**config.mk**
```make
export PLATFORM = sky130hd
export DESIGN_NAME = tube_scheduler
export DESIGN_NICKNAME = d
export VERILOG_FILES = /design/src/rtl/tube_scheduler_pkg.sv /design/src/rtl/tube_scheduler_rr_arbiter.sv /design/src/rtl/tube_scheduler.sv
export SDC_FILE = /design/constraint.sdc
export NUM_CORES = 1
export LEC_CHECK = 0
export BUFFER_PORTS_ARGS = -buffer_cell sky130_fd_sc_hd__buf_2
export CELL_PAD_IN_SITES_DETAIL_PLACEMENT = 0
export CELL_PAD_IN_SITES_GLOBAL_PLACEMENT = 2
export CORE_MARGIN = 2
export CORE_UTILIZATION = 25
export DETAILED_ROUTE_END_ITERATION = 10
export PLACE_DENSITY = 0.95
export SLEW_MARGIN = 20
export SYNTH_ARGS = -nofsm -noshare
export SYNTH_HDL_FRONTEND = slang
export SYNTH_SLANG_ARGS = --single-unit
```
**constraint.sdc**
```tcl
create_clock -name per_clk -period 4.8 [get_ports per_clk]
set_input_delay 0.48 -clock per_clk [delete_from_list [all_inputs] [get_ports per_clk]]
set_output_delay 0.48 -clock per_clk [all_outputs]
set_load 0.02 [all_outputs]
```
**src/rtl/tube_scheduler_pkg.sv**
```systemverilog
// Shared digit codes and FSM state encoding for the seven-segment display scheduler.
package tube_scheduler_pkg;

  localparam logic [4:0] CODE_BLANK = 5'b10001;
  localparam logic [4:0] CODE_H     = 5'b10000;

  typedef enum logic [1:0] {
    ST_IDLE = 2'd0,
    ST_SHOW = 2'd1,
    ST_GAP  = 2'd2
  } state_t;

  // Hex digit codes 0..F are the digit value with the MSB clear.
  function automatic logic [4:0] digit_code(input logic [3:0] d);
    return {1'b0, d};
  endfunction

endpackage

```
**src/rtl/tube_scheduler_rr_arbiter.sv**
```systemverilog
// Combinational round-robin picker: first requester at or after the pointer, wrapping to bit 0.
// The scheduler masks the urgent client out of i_req, so the wrap effectively lands on client 1.
module rr_arbiter #(
  parameter int N     = 4,
  parameter int PTR_W = 3
) (
  input  logic [PTR_W-1:0] i_ptr,
  input  logic [N-1:0]     i_req,
  output logic [N-1:0]     o_grant
);

  logic w_found;

  // Two passes: requesters at/after the pointer win, then anything from the bottom.
  always_comb begin
    o_grant = '0;
    w_found = 1'b0;
    for (int i = 0; i < N; i++) begin
      if (!w_found && i_req[i] && (PTR_W'(i) >= i_ptr)) begin
        o_grant[i] = 1'b1;
        w_found    = 1'b1;
      end
    end
    for (int i = 0; i < N; i++) begin
      if (!w_found && i_req[i]) begin
        o_grant[i] = 1'b1;
        w_found    = 1'b1;
      end
    end
  end

endmodule

```
**src/rtl/tube_scheduler.sv**
```systemverilog
// Time-shares the two-digit tube driver between clients; client 0 is the urgent channel.
//
//   state   | meaning
//   --------+---------------------------------------------------------------
//   ST_IDLE | no owner, outputs blank, any request is accepted next edge
//   ST_SHOW | owner content latched, hold counter counts down on tick
//   ST_GAP  | blank outputs for one tick before returning to idle
module tube_scheduler
  import tube_scheduler_pkg::*;
#(
  parameter int N_REQ  = 4,
  parameter int HOLD_W = 12,
  parameter int OWN_W  = 3
) (
  input  logic                      per_clk,
  input  logic                      rst_n,
  input  logic                      tick,
  input  logic [N_REQ-1:0]          req,
  input  logic [5*N_REQ-1:0]        req_a,
  input  logic [5*N_REQ-1:0]        req_b,
  input  logic [3*N_REQ-1:0]        req_bright,
  input  logic [HOLD_W*N_REQ-1:0]   req_hold,
  output logic [N_REQ-1:0]          grant,
  output logic                      busy,
  output logic [OWN_W-1:0]          owner,
  output logic [4:0]                data_A,
  output logic [4:0]                data_B,
  output logic [2:0]                bright
);

  state_t              r_state;
  logic [N_REQ-1:0]    r_grant;
  logic                r_busy;
  logic [OWN_W-1:0]    r_owner;
  logic [OWN_W-1:0]    r_rr_ptr;
  logic [4:0]          r_data_a;
  logic [4:0]          r_data_b;
  logic [2:0]          r_bright;
  logic [HOLD_W-1:0]   r_hold;

  logic [N_REQ-1:0]    w_rr_req;
  logic [N_REQ-1:0]    w_rr_grant;
  logic [OWN_W-1:0]    w_rr_idx;
  logic [OWN_W-1:0]    w_sel;
  logic [OWN_W-1:0]    w_ptr_next;
  logic [4:0]          w_a;
  logic [4:0]          w_b;
  logic [2:0]          w_bright;
  logic [HOLD_W-1:0]   w_hold_raw;
  logic [HOLD_W-1:0]   w_hold_load;
  logic                w_preempt;
  logic                w_accept;

  assign w_rr_req = {req[N_REQ-1:1], 1'b0};

  rr_arbiter #(
    .N     (N_REQ),
    .PTR_W (OWN_W)
  ) u_rr_arbiter (
    .i_ptr   (r_rr_ptr),
    .i_req   (w_rr_req),
    .o_grant (w_rr_grant)
  );

  // Winner index: urgent client 0 overrides the round-robin choice.
  always_comb begin
    w_rr_idx = '0;
    for (int i = 0; i < N_REQ; i++) begin
      if (w_rr_grant[i]) w_rr_idx = OWN_W'(i);
    end
    w_sel = req[0] ? '0 : w_rr_idx;
  end

  // Select the winning client's request slice.
  always_comb begin
    w_a        = '0;
    w_b        = '0;
    w_bright   = '0;
    w_hold_raw = '0;
    for (int i = 0; i < N_REQ; i++) begin
      if (w_sel == OWN_W'(i)) begin
        w_a        = req_a[5*i +: 5];
        w_b        = req_b[5*i +: 5];
        w_bright   = req_bright[3*i +: 3];
        w_hold_raw = req_hold[HOLD_W*i +: HOLD_W];
      end
    end
  end

  // A zero hold still shows for one tick; the counter is never loaded with 0.
  assign w_hold_load = (w_hold_raw == '0) ? HOLD_W'(1) : w_hold_raw;
  assign w_ptr_next  = (w_sel == OWN_W'(N_REQ-1)) ? OWN_W'(1) : w_sel + OWN_W'(1);
  assign w_preempt   = (r_state == ST_SHOW) && (r_owner != '0) && req[0];
  assign w_accept    = ((r_state == ST_IDLE) && (|req)) || w_preempt;

  // Scheduler FSM with registered outputs; preemption takes priority over an expiring tick.
  always_ff @(posedge per_clk) begin
    if (!rst_n) begin
      r_state  <= ST_IDLE;
      r_grant  <= '0;
      r_busy   <= 1'b0;
      r_owner  <= '0;
      r_rr_ptr <= OWN_W'(1);
      r_data_a <= CODE_BLANK;
      r_data_b <= CODE_BLANK;
      r_bright <= '0;
      r_hold   <= '0;
    end else begin
      r_grant <= '0;
      if (w_accept) begin
        r_state  <= ST_SHOW;
        r_grant  <= {{(N_REQ-1){1'b0}}, 1'b1} << w_sel;
        r_busy   <= 1'b1;
        r_owner  <= w_sel;
        r_data_a <= w_a;
        r_data_b <= w_b;
        r_bright <= w_bright;
        r_hold   <= w_hold_load;
        if (w_sel != '0) r_rr_ptr <= w_ptr_next;
      end else begin
        case (r_state)
          ST_SHOW: begin
            if (tick) begin
              if (r_hold <= HOLD_W'(1)) begin
                r_state  <= ST_GAP;
                r_data_a <= CODE_BLANK;
                r_data_b <= CODE_BLANK;
                r_bright <= '0;
                r_hold   <= HOLD_W'(1);
              end else begin
                r_hold <= r_hold - HOLD_W'(1);
              end
            end
          end
          ST_GAP: begin
            if (tick) begin
              r_state <= ST_IDLE;
              r_busy  <= 1'b0;
              r_hold  <= '0;
            end
          end
          default: ;
        endcase
      end
    end
  end

  assign grant  = r_grant;
  assign busy   = r_busy;
  assign owner  = r_owner;
  assign data_A = r_data_a;
  assign data_B = r_data_b;
  assign bright = r_bright;

endmodule

```
==> qor.txt <==
Initial DRC Count = 166
Post-synth EDFFs = 0
Synth warn = 0
Core area = 0.00973 mm^2
Tmin final = 3630 ps
GRT overflow = 0
DRC = 0
Register area share after synthesis = 0.289
Startpoint Class = register
Power Dens Cells = 415 mW/mm^2
Period Utilization, post-route = 0.756
Number of global-route vias before repair = 2831
Hold Fails Final Rpt = 0
Avg Cell Area, Syn = 7.48 um^2
DIE HEIGHT = 104 um
Max Cap Violations = 0
Port bufs = 126
Leakage power total = 1.45 nW
Core Rows = 36
Worst-skew pair later-pin latency = 290 ps
Clock slew at reported path FFs = 80 ps
Crit end category = register
Worst hold slack = 461 ps
RSZ-0062 raised after global routing = no
WL/cell = 15.6 um
Post-synthesis async set-or-reset flop share = 0
Syn nets = 445
Fillers = 1121
Detailed placement HPWL = 7240 um
Number of diodes = 0
Root Driver = clkbuf_8
Hold buffers post-CTS = 0
Setup tns final = 0 ps
Maximum vdd ir drop = 0.000148 V
Post-CTS Setup Inserts = 0
Maximum clock insertion buffer count = 2
Min-delay src = data_A[3]
Hold depth = 2
Dominant synthesized flop cell = dfxtp_1
Post-cts sizing count = 0
Area after DPL = 0.00324 mm^2
Cells along the critical path = nand2b_1 -> a21oi_1 -> or3b_2 -> nor2b_1 -> inv_1 -> ha_1 -> buf_4 -> nand3b_1 -> a21oi_1 -> or4_1 -> nor4_1 -> nand3_1 -> a311oi_1
Initial antenna violation count = 0
Worst EP required = 5010 ps
Status = completed
DR vias = 2949
Post-Syn Instances = 333
Yosys reg bits = 36
Cts bufs inserted = 5
DIE AREA = 0.0108 mm^2
First-pass GRT wire length = 14800 um
Routed Antenna Nets = 0
Crit-path slowest cell = or4_1
Most Frequent Cell on Critical Path = a21oi_1
Slew headroom = 0.340
Setup violations, final = 0
CTS tree = yes
Pins Over Slew Limit = 0
Die width = 104 um
Largest net degree at the start of global routing = 40
Layout net count = 561
Worst Reg-to-Reg Cells = 13
CTS H-tree depth = 2
Post-Syn Area = 0.00249 mm^2
R2r setup slk = 1170 ps
Data arrival, critical path = 3840 ps
Hold crit path type = register to register
Worst r2r src = r_rr_ptr[0]
Worst setup path class = register to register
Routed vias/inst = 5.06
Clock Skew = 17.9 ps
CP max FO = 17
Fmax = 276 MHz
Fin area = 0.00332 mm^2
Clk sink count = 36
Critical Path Source = r_rr_ptr[0]
Ports = 128
Layout cell share with drive strength beyond 1 = 0.340
Most frequent cells in the layout = 126 x buf_2, 42 x a21oi_1, 36 x dfxtp_1, 26 x nand2_1, 26 x nor2_1
Synth cell types = 51
Final Routed Wirelength = 9090 um
DRT Pass-1 Iters = 4
CP peak stage delay = 540 ps
Starting Density = 0.256
Area grow syn2layout = 33.3%
Measured slew at the worst slew-check pin = 986 ps
Overall routing resource usage = 0.169
Commonest non-fill, non-tap cell in the layout = buf_2
GP Congestion = 0.866
==> report_power, final <==
| group | switching (mW) | total [mW] | leakage (nW) | internal, mW |
|---|---|---|---|---|
| Combinational | 0.424 | 0.718 | 1.10 | 0.294 |
| Clock | 0.119 | 0.221 | 0.0479 | 0.101 |
| Sequential | 0.0656 | 0.442 | 0.297 | 0.376 |
==> final timing paths <==
kind	endpoint
hold / removal	data_A[3]
setup reg to reg	r_hold[0]
hold reg to reg	data_A[3]
setup / recovery	r_hold[0]
==> synthesized netlist by cell type, types with 2 or more instances <==
cell type  instances  area [um^2]
a221oi_1          11         96.3
xnor2_1            4         35.0
ha_1               5         62.6
a211o_1            2         17.5
a211oi_1           9         67.6
o21ai_0           23          115
and2_1             3         18.8
clkbuf_1          11         41.3
inv_1             14         52.6
or4_1              3         22.5
nand2b_1           2         12.5
nor3_1            12         60.1
nor2b_1           11         68.8
mux2i_1            8         80.1
nand2_1           26         97.6
buf_1              4         15.0
buf_4              2         15.0
nor4_1            10         62.6
o221ai_2           2         30.0
o21ai_1            3         15.0
or4_4              2         22.5
a22oi_1            9         67.6
nand3b_1           5         37.5
nand3_1            6         30.0
dfxtp_1           36          721
nor2_1            26         97.6
nor3b_1            2         15.0
o22ai_1            3         18.8
a31oi_1            3         18.8
mux2_2             3         33.8
a21oi_1           42          210
a22o_1             8         70.1
buf_2              5         25.0
==> metal layers <==
layer / GRT usage / wire [um] / up-vias
li1: - / - / 1471
met1: 0.216 / 3950 / 1375
met2: 0.278 / 4370 / 92
met3: 0.0403 / 558 / 11
met4: 0.0550 / 213 / 0
met5: 0 / 0 / -
==> stage by stage <==
stage	total power [mW]	std cells	util	worst slack, ps
after CTS	1.39	583	0.342	1150
after global placement	1.16	575	0.333	1060
final	1.38	583	0.342	1170
after floorplan	0.953	333	-	1760
after detailed placement	1.17	575	0.333	939
after global routing	1.49	583	0.342	866
==> flip-flops by register name (all words and copies together), names as in the netlist <==
signal and flops:
bright 3, owner 2, data_A 5, data_B 5
r_state 2, r_rr_ptr 2, grant 4, busy 1
r_hold 12
==> area by class of cell <==
cell class,count,area (um^2),area share
Clock buffer,5,68.8,0.0207
Multi-Input combinational cell,260,1620,0.489
Sequential cell,36,721,0.217
Timing Repair Buffer,131,668,0.201
Tap cell,133,166,0.0501
Inverter,15,56.3,0.0169
Clock inverter,3,18.8,0.00565
==> worst max-delay path, delay by kind of cell (launching register included) <==
kind,cells,cell delay (ps)
and+or+nand+nor,7,1890
AOI/OAI and AO/OA,3,410
DFF,1,350
buffers and inverters,2,400
adders and majority gates,1,470
==> kinds of logic (layout without fill, tap and decap cells) <==
| kind of cell | Yosys count | in the layout | share of synthesized area |
|---|---|---|---|
| AOI/OAI and AO/OA | 123 | 123 | 0.320 |
| adders and majority gates | 5 | 5 | 0.0251 |
| DFF | 36 | 36 | 0.289 |
| buffers and inverters | 37 | 154 | 0.0612 |
| other | 1 | 1 | 0.00150 |
| and+or+nand+nor | 116 | 116 | 0.243 |
| xor gates and xnor gates | 4 | 4 | 0.0141 |
| muxes | 11 | 11 | 0.0457 |
Note: power is estimated with default switching activity, not from simulation.
